**config.mk**
```make
export PLATFORM = sky130hd
export DESIGN_NAME = led_seq_ctrl_flat
export DESIGN_NICKNAME = d
export VERILOG_FILES = /design/src/rtl/led_seq_if.sv /design/src/rtl/led_seq_ctrl.sv /design/src/flat_wrapper.sv
export SDC_FILE = /design/constraint.sdc
export NUM_CORES = 1
export LEC_CHECK = 0
export CORE_MARGIN = 4
export CORE_UTILIZATION = 45
export DETAILED_ROUTE_END_ITERATION = 16
export PLACE_DENSITY = 0.8
export SLEW_MARGIN = 5
export SYNTH_ARGS = -nofsm -noshare
export SYNTH_HDL_FRONTEND = slang
export SYNTH_SLANG_ARGS = --single-unit
```
**constraint.sdc**
```tcl
create_clock -name clock -period 1.4 [get_ports clock]
set_input_delay 0.28 -clock clock [delete_from_list [all_inputs] [get_ports clock]]
set_output_delay 0.28 -clock clock [all_outputs]
set_load 0.05 [all_outputs]
```
**src/rtl/led_seq_if.sv**
```systemverilog
// Front-panel bus of the LED sequencer: raw buttons and rate tick in,
// rate-counter configuration word, LED pattern and mode out.
interface led_seq_if #(
    parameter int NB_LEDS = 4,
    parameter int NB_BTN  = 3
);
    logic [NB_BTN-1:0]  i_btn;
    logic               i_valid;
    logic [2:0]         o_sw;
    logic [NB_LEDS-1:0] o_led;
    logic [1:0]         o_mode;

    // Driver side (board buttons / rate counter)
    modport master (
        output i_btn,
        output i_valid,
        input  o_sw,
        input  o_led,
        input  o_mode
    );

    // Controller side
    modport slave (
        input  i_btn,
        input  i_valid,
        output o_sw,
        output o_led,
        output o_mode
    );
endinterface

```
**src/rtl/led_seq_ctrl.sv**
```systemverilog
// LED sequencer front-panel controller: synchronizes push buttons into
// run/rate/mode press events and steps a rotate-left / rotate-right / flash
// pattern on each rising edge of the rate counter tick while running.
module led_seq_ctrl #(
    parameter int NB_LEDS = 4,
    parameter int NB_BTN  = 3
) (
    input  logic      clock,
    input  logic      i_reset,
    led_seq_if.slave  bus
);

    typedef enum logic [1:0] {
        MODE_SHL   = 2'b00,
        MODE_SHR   = 2'b01,
        MODE_FLASH = 2'b10
    } mode_e;

    localparam int BTN_RUN  = 0;
    localparam int BTN_RATE = 1;
    localparam int BTN_MODE = 2;

    logic [NB_BTN-1:0]  sync1_q, sync1_d;
    logic [NB_BTN-1:0]  sync2_q, sync2_d;
    logic [NB_BTN-1:0]  hist_q,  hist_d;
    logic [NB_BTN-1:0]  ev_q,    ev_d;
    logic               vld_dly_q, vld_dly_d;
    logic               run_q,   run_d;
    logic [1:0]         rate_q,  rate_d;
    mode_e              mode_q,  mode_d;
    logic [NB_LEDS-1:0] led_q,   led_d;
    logic               step;

    // Pattern loaded when a mode is entered
    function automatic logic [NB_LEDS-1:0] seed(input mode_e m);
        case (m)
            MODE_SHL: seed = {{(NB_LEDS-1){1'b0}}, 1'b1};
            MODE_SHR: seed = {1'b1, {(NB_LEDS-1){1'b0}}};
            default:  seed = '0;
        endcase
    endfunction

    function automatic mode_e next_mode(input mode_e m);
        case (m)
            MODE_SHL: next_mode = MODE_SHR;
            MODE_SHR: next_mode = MODE_FLASH;
            default:  next_mode = MODE_SHL;
        endcase
    endfunction

    // Next-state: button event pipeline, config registers, mode FSM and pattern step
    always_comb begin
        sync1_d   = bus.i_btn;
        sync2_d   = sync1_q;
        hist_d    = sync2_q;
        // Registered so config changes land three edges after first sampling
        ev_d      = sync2_q & ~hist_q;
        vld_dly_d = bus.i_valid;
        // Only a fresh rising tick counts; a stuck-high tick from a disabled counter is ignored
        step      = bus.i_valid & ~vld_dly_q & run_q;

        run_d  = run_q ^ ev_q[BTN_RUN];
        rate_d = rate_q + {1'b0, ev_q[BTN_RATE]};
        mode_d = mode_q;
        led_d  = led_q;

        // A mode change overrides a coincident step: the new seed is shown unrotated
        if (ev_q[BTN_MODE]) begin
            mode_d = next_mode(mode_q);
            led_d  = seed(mode_d);
        end else if (step) begin
            case (mode_q)
                MODE_SHL: led_d = {led_q[NB_LEDS-2:0], led_q[NB_LEDS-1]};
                MODE_SHR: led_d = {led_q[0], led_q[NB_LEDS-1:1]};
                default:  led_d = ~led_q;
            endcase
        end
    end

    // State register with synchronous reset
    always_ff @(posedge clock) begin
        if (i_reset) begin
            sync1_q   <= '0;
            sync2_q   <= '0;
            hist_q    <= '0;
            ev_q      <= '0;
            vld_dly_q <= 1'b0;
            run_q     <= 1'b0;
            rate_q    <= 2'b00;
            mode_q    <= MODE_SHL;
            led_q     <= seed(MODE_SHL);
        end else begin
            sync1_q   <= sync1_d;
            sync2_q   <= sync2_d;
            hist_q    <= hist_d;
            ev_q      <= ev_d;
            vld_dly_q <= vld_dly_d;
            run_q     <= run_d;
            rate_q    <= rate_d;
            mode_q    <= mode_d;
            led_q     <= led_d;
        end
    end

    assign bus.o_sw   = {rate_q, run_q};
    assign bus.o_mode = mode_q;
    assign bus.o_led  = led_q;

endmodule

```
**src/flat_wrapper.sv**
```systemverilog
// flat-port wrapper written by rule: the top's interface ports become plain ports
module led_seq_ctrl_flat 
#(
    parameter int NB_LEDS = 4,
    parameter int NB_BTN  = 3
)
  (clock, i_reset, bus_i_btn, bus_i_valid, bus_o_sw, bus_o_led, bus_o_mode);
  led_seq_if #(.NB_LEDS(NB_LEDS), .NB_BTN(NB_BTN)) bus_i ();
  input  logic clock;
  input  logic i_reset;
  input wire logic [$bits(bus_i.i_btn)-1:0] bus_i_btn;
  input wire logic [$bits(bus_i.i_valid)-1:0] bus_i_valid;
  output wire logic [$bits(bus_i.o_sw)-1:0] bus_o_sw;
  output wire logic [$bits(bus_i.o_led)-1:0] bus_o_led;
  output wire logic [$bits(bus_i.o_mode)-1:0] bus_o_mode;
  assign bus_i.i_btn = bus_i_btn;
  assign bus_i.i_valid = bus_i_valid;
  assign bus_o_sw = bus_i.o_sw;
  assign bus_o_led = bus_i.o_led;
  assign bus_o_mode = bus_i.o_mode;
  led_seq_ctrl #(.NB_LEDS(NB_LEDS), .NB_BTN(NB_BTN)) u_core (.clock(clock), .i_reset(i_reset), .bus(bus_i));
endmodule
```
Word-level counts from Yosys, hierarchy flattened
Cells that the tools add are included.
Widths: inputs -> output; s select.

word-level totals
  register bits after elaboration = 22
  input port bits = 6
  output and inout bits = 9

operators by class
  $add $sub $neg = 1
  equality and inequality tests = 2
  muxes and demuxes = 6
  bitwise gates (word level) = 7
  reductions and logical operators = 3

operators by type and width
  cell                number
  $pmux 4 s2          2
  $mux 4              2
  $eq 2x1->1 const B  2
  $logic_not 2->1     2
  $not 4->4           1
  $pmux 2 s2          1
  $and 3x3->3         1
  $not 3->3           1
  $add 2x1->2         1
  $and 1x1->1         2
  $mux 2              1
  $reduce_bool 2->1   1
  $not 1->1           1
  $xor 1x1->1         1

Depth between registers and ports, before layout
  depth in word-level cells = 6
  mapped depth = 4
  mapped depth without buffers = 3

Worst setup path before layout
Ideal clock, no wire load.

  path kind = register to register
  start point = reg u_core.mode_q[0], in the netlist u_core.bus.o_mode[0]
  end point = reg u_core.led_q[2], in the netlist u_core.bus.o_led[2]
  arrival time = 1394 ps
  path slack = -116 ps
  cell stages (with the launch flop) = 5
  path buffers = 1
  clock period less this slack = 1516 ps
  cells stage by stage = dfxtp_1 > buf_2 > mux2_2 > o21ai_0 > o21ai_0

on the way
  word-level cells in the longest chain between the ends = 4

RTL lines
  item                                           line                 source
  start: declaration                             led_seq_ctrl.sv:30   mode_e mode_q, mode_d;
  start signal: assignment                       led_seq_ctrl.sv:100  mode_q <= mode_d;
  $eq 2x1->1 or $logic_not 2->1 (tied branches)  led_seq_ctrl.sv:72   case (mode_q)
  $pmux 4 s2 (*)                                 led_seq_ctrl.sv:72
  $mux 4 (*)                                     led_seq_ctrl.sv:71   end else if (step) begin
  $mux 4 (*)                                     led_seq_ctrl.sv:68   if (ev_q[BTN_MODE]) begin
  end signal: assignment                         led_seq_ctrl.sv:91   led_q <= seed(MODE_SHL);
  end signal: assignment                         led_seq_ctrl.sv:101  led_q <= led_d;
  end: declaration                               led_seq_ctrl.sv:31   logic [NB_LEDS-1:0] led_q, led_d;

Mark *: on every way between the ends. The rest lies on a longest branch, timed or not. The select of a mux whose other input is x is not followed.
A chain may end at the register's enable or synchronous reset.

Worst setup path in the final report
  start point = reg u_core.led_q[0], in the netlist u_core.bus.o_led[0]
  end point = out bus_o_led[0]

RTL lines
  item              line                source
  end: declaration  flat_wrapper.sv:14  output wire logic [$bits(bus_i.o_led)-1:0] bus_o_led;

No word-level cell between the ends.

==> metrics.txt <==
# TYPE chip_impl_metric gauge
chip_impl_info{name="outcome",value="finished, final reports clean"} 1
chip_impl_metric{name="m1_gr_usage",unit="%"} 14.9
chip_impl_metric{name="layout_cells_sized_above_1",unit="%"} 26.0
chip_impl_metric{name="vias",unit=""} 570
chip_impl_info{name="synth_most_common_cell",value="dfxtp_1"} 1
chip_impl_metric{name="final_worst_path_period_need",unit="ns"} 1.23
chip_impl_metric{name="cts_bufs_inserted",unit=""} 3
chip_impl_metric{name="grt_first_pass_wirelength",unit="µm"} 2530
chip_impl_metric{name="cts.hold.buffers_added",unit=""} 0
chip_impl_metric{name="antenna_found_initial",unit=""} 0
chip_impl_metric{name="wl_per_cell",unit="µm"} 12.3
chip_impl_metric{name="first_drt_pass_iteration_count",unit=""} 4
chip_impl_metric{name="finalCritPeriodShare",unit="%"} 87.8
chip_impl_metric{name="critical_path_peak_fanout",unit=""} 5
chip_impl_info{name="worst_path_max_delay_cell",value="dfxtp_1"} 1
chip_impl_metric{name="setup_viol",unit=""} 0
chip_impl_metric{name="start_util",unit="%"} 48.0
chip_impl_metric{name="hpwlAfterDp",unit="µm"} 1110
chip_impl_metric{name="design.final.nets",unit=""} 104
chip_impl_metric{name="cts.repair.resized",unit=""} 0
chip_impl_metric{name="largest_net_degree_at_the_start_of_global_routing",unit=""} 14
chip_impl_metric{name="power.density_cell_area",unit="nW/µm²"} 1120
chip_impl_metric{name="synth.lib_cells_used.distinct",unit=""} 21
chip_impl_metric{name="synth_async_sr_flop_share",unit="%"} 0
chip_impl_metric{name="post_synthesis_net_count",unit=""} 86
chip_impl_metric{name="crit_buf_inv",unit=""} 1
chip_impl_metric{name="synth.avg_cell_area",unit="µm²"} 10.5
chip_impl_metric{name="layout-area-overhead-vs-synth",unit="%"} 36.3
chip_impl_info{name="cp_cell_sequence",value="buf_12"} 1
chip_impl_info{name="cts_root_buffer",value="clkbuf_4"} 1
chip_impl_metric{name="tightestPinTransition",unit="ns"} 0.264
chip_impl_metric{name="yosys.area.top_type_share",unit="%"} 53.2
chip_impl_metric{name="placedInstanceArea",unit="µm²"} 1070
chip_impl_metric{name="cts.reportedPaths.clkPinSlew",unit="ns"} 0.12
chip_impl_info{name="synth-main-ff-cell",value="dfxtp_1"} 1
chip_impl_metric{name="count_of_flip_flops_with_a_built_in_enable_after_synthesis",unit=""} 0
chip_impl_metric{name="filler_cell_count",unit=""} 137
chip_impl_info{name="worst-setup-path-type",value="flip-flop to output pin"} 1
chip_impl_metric{name="clkSinkCount",unit=""} 22
chip_impl_metric{name="drc",unit=""} 0
chip_impl_info{name="synth_largest_area_cell",value="dfxtp_1"} 1
chip_impl_info{name="crit_family",value="flip-flops"} 1
chip_impl_metric{name="cap_viol_max_count",unit=""} 0
chip_impl_metric{name="grtUsageMet3",unit="%"} 2.04
chip_impl_info{name="setup_crit_end_kind",value="output pin"} 1
chip_impl_info{name="cts_tree",value="done"} 1
chip_impl_metric{name="critical_path_required",unit="ns"} 1.12
chip_impl_metric{name="yosysSeqAreaShare",unit="%"} 53.2
chip_impl_metric{name="htree_num_levels",unit=""} 1
chip_impl_metric{name="synthCells",unit=""} 79
chip_impl_metric{name="drt.antenna.violating_nets",unit=""} 0
chip_impl_info{name="hold_path_end",value="u_core.ev_q[1]"} 1
chip_impl_info{name="netlist_top_cells_area",value="dfxtp_1 53%, nor2b_1 11%, buf_6 4.1%, mux2_2 4.1%, mux2i_1 3.6%"} 1
chip_impl_metric{name="gp_congestion",unit=""} 0.822
chip_impl_metric{name="gr-total-overflow",unit=""} 0
chip_impl_metric{name="coreArea",unit="µm²"} 1730
chip_impl_metric{name="rrSetupSlack",unit="ns"} 0.23
chip_impl_metric{name="grt_usage",unit="%"} 12.7
chip_impl_metric{name="critical_path_stages",unit=""} 1
chip_impl_metric{name="yosysWarnings",unit=""} 0
chip_impl_info{name="rsz0062_at_grt",value="false"} 1
chip_impl_metric{name="design.die.area",unit="µm²"} 2590
chip_impl_metric{name="synth.ff_latch_count",unit=""} 22
chip_impl_metric{name="io_buffer_count",unit=""} 14
chip_impl_metric{name="routed_wl",unit="µm"} 1490
chip_impl_info{name="grt_most_used_layer",value="met2"} 1
chip_impl_metric{name="crit_path_max_incr_delay",unit="ns"} 0.48
chip_impl_metric{name="floorplan.rows",unit=""} 15
chip_impl_metric{name="arrival",unit="ns"} 0.95
chip_impl_metric{name="synthesis.area",unit="µm²"} 828
chip_impl_metric{name="fin_worst_skew",unit="ns"} 0.00321
chip_impl_metric{name="power_leakage",unit="nW"} 0.438
chip_impl_metric{name="clock_insertion_delay_worst_skew",unit="ns"} 0.30
chip_impl_metric{name="max-vdd-ir-drop",unit="mV"} 0.740
chip_impl_info{name="hold_path.startpoint",value="u_core.hist_q[1]"} 1
chip_impl_metric{name="first_iter_violations",unit=""} 8
chip_impl_metric{name="ff2ff_path_depth",unit=""} 3
chip_impl_metric{name="detail_route.vias_per_cell",unit=""} 4.71
chip_impl_info{name="regToRegStartpoint",value="u_core.bus.o_mode[0]"} 1
chip_impl_metric{name="max_freq",unit="GHz"} 0.814
chip_impl_metric{name="grt_pass1_vias",unit=""} 592
chip_impl_metric{name="die_height",unit="µm"} 50.9
chip_impl_metric{name="antenna_diode_count",unit=""} 0
chip_impl_metric{name="hold_depth",unit=""} 1
chip_impl_metric{name="clockBufferDepth",unit=""} 2
chip_impl_info{name="worst_r2r_endpoint",value="u_core.bus.o_led[1]"} 1
chip_impl_info{name="hold_path_class",value="flip-flop to flip-flop"} 1
chip_impl_info{name="worstSetupStartpointType",value="flip-flop"} 1
chip_impl_metric{name="timing_hold_violations_final",unit=""} 0
chip_impl_metric{name="total_power_consumption_of_the_routed_design",unit="mW"} 1.26
chip_impl_metric{name="postCtsSetupRepairBufs",unit=""} 0
chip_impl_metric{name="dieWidth",unit="µm"} 50.9
chip_impl_metric{name="finalMaxSlewViolations",unit=""} 0
chip_impl_metric{name="pin_count",unit=""} 15
chip_impl_metric{name="grt_util_met2",unit="%"} 21.5
chip_impl_metric{name="worst_slew_margin_rel",unit="%"} 82.4
chip_impl_info{name="netlist_top_cells_count",value="22 x dfxtp_1, 14 x nor2b_1, 7 x nor2_1"} 1
chip_impl_metric{name="finalInstanceArea",unit="µm²"} 1130
[through the flow]
step	TNS [ns]	util, %	setup slack (ns)	hold WS, ns	instances
3_3_place_gp	-0.0339	62.2	-0.0339	0.371	117
4_1_cts	0	65.3	0.0287	0.397	121
3_5_place_dp	-0.180	62.2	-0.141	0.377	117
2_1_floorplan	0	-	0.0592	0.352	79
6_report	0	65.4	0.171	0.393	121
5_1_grt	0	65.4	0.0755	0.419	121
[state kept, by name, summed over array words and instances, names as in the netlist]
signal / count
u_core.bus.o_led: 4
u_core.ev_q: 3
u_core.hist_d: 3
u_core.hist_q: 3
u_core.sync1_q: 3
u_core.bus.o_mode: 2
u_core.rate_q: 2
u_core.run_q: 1
u_core.vld_dly_q: 1
[layout make-up]
type	count	area (µm²)	area share (%)
sequential	22	443	39.2
multi-input combinational	51	334	29.6
timing repair buffer	19	268	23.7
tap	25	31.3	2.77
clock inverter	1	30.0	2.66
clock buffer	3	22.5	2.00
[cell families after synthesis]
logic type / after synthesis / synth area share, %
compound gates: 9 / 7.55
fa+ha+maj: 1 / 1.51
flops: 22 / 53.2
mux: 6 / 7.70
simple gates: 33 / 21.5
xor+xnor: 2 / 2.12
buf+inv: 6 / 6.49
[where the power goes]
part           switching (mW)  internal, mW
sequential             0.0174         0.647
combinational          0.0564        0.0691
clock                   0.183         0.289
[routing by layer]
layer  vias to the layer above  share of wire (%)
li1                        293                  -
met3                         4                4.2
met5                         -                  0
met2                        15                 50
met1                       258                 44
met4                         0                1.4
[worst max path at each step]
stage	startpoint	end	slack (ns)
CTS	u_core.bus.o_mode[1]	bus_o_mode[1]	0.03
global route	u_core.bus.o_mode[0]	u_core.bus.o_led[1]	0.08
finish	u_core.bus.o_led[0]	bus_o_led[0]	0.17
floorplan	u_core.bus.o_mode[0]	u_core.bus.o_led[2]	0.06
detailed placement	bus_i_valid	u_core.bus.o_led[0]	-0.14
global placement	bus_i_valid	u_core.bus.o_led[0]	-0.03
[placed cells by master (no fill, tap or decap)]
cell type        instances
a211oi_2                 1
a21o_2                   1
a22oi_1                  1
a31o_1                   1
and3b_1                  1
buf_12                   9
buf_4                    5
bufinv_16                1
clkbuf_4                 3
clkdlybuf4s50_1          5
dfxtp_1                 20
dfxtp_2                  2
ha_1                     1
mux2_2                   3
mux2i_1                  3
nand2_1                  5
nand2b_1                 1
nand3_1                  2
nand3b_1                 2
nor2_1                   7
nor2b_1                 14
nor3_1                   1
o21ai_0                  5
xnor2_1                  2
No activity file was read; power rests on OpenSTA's default activity.
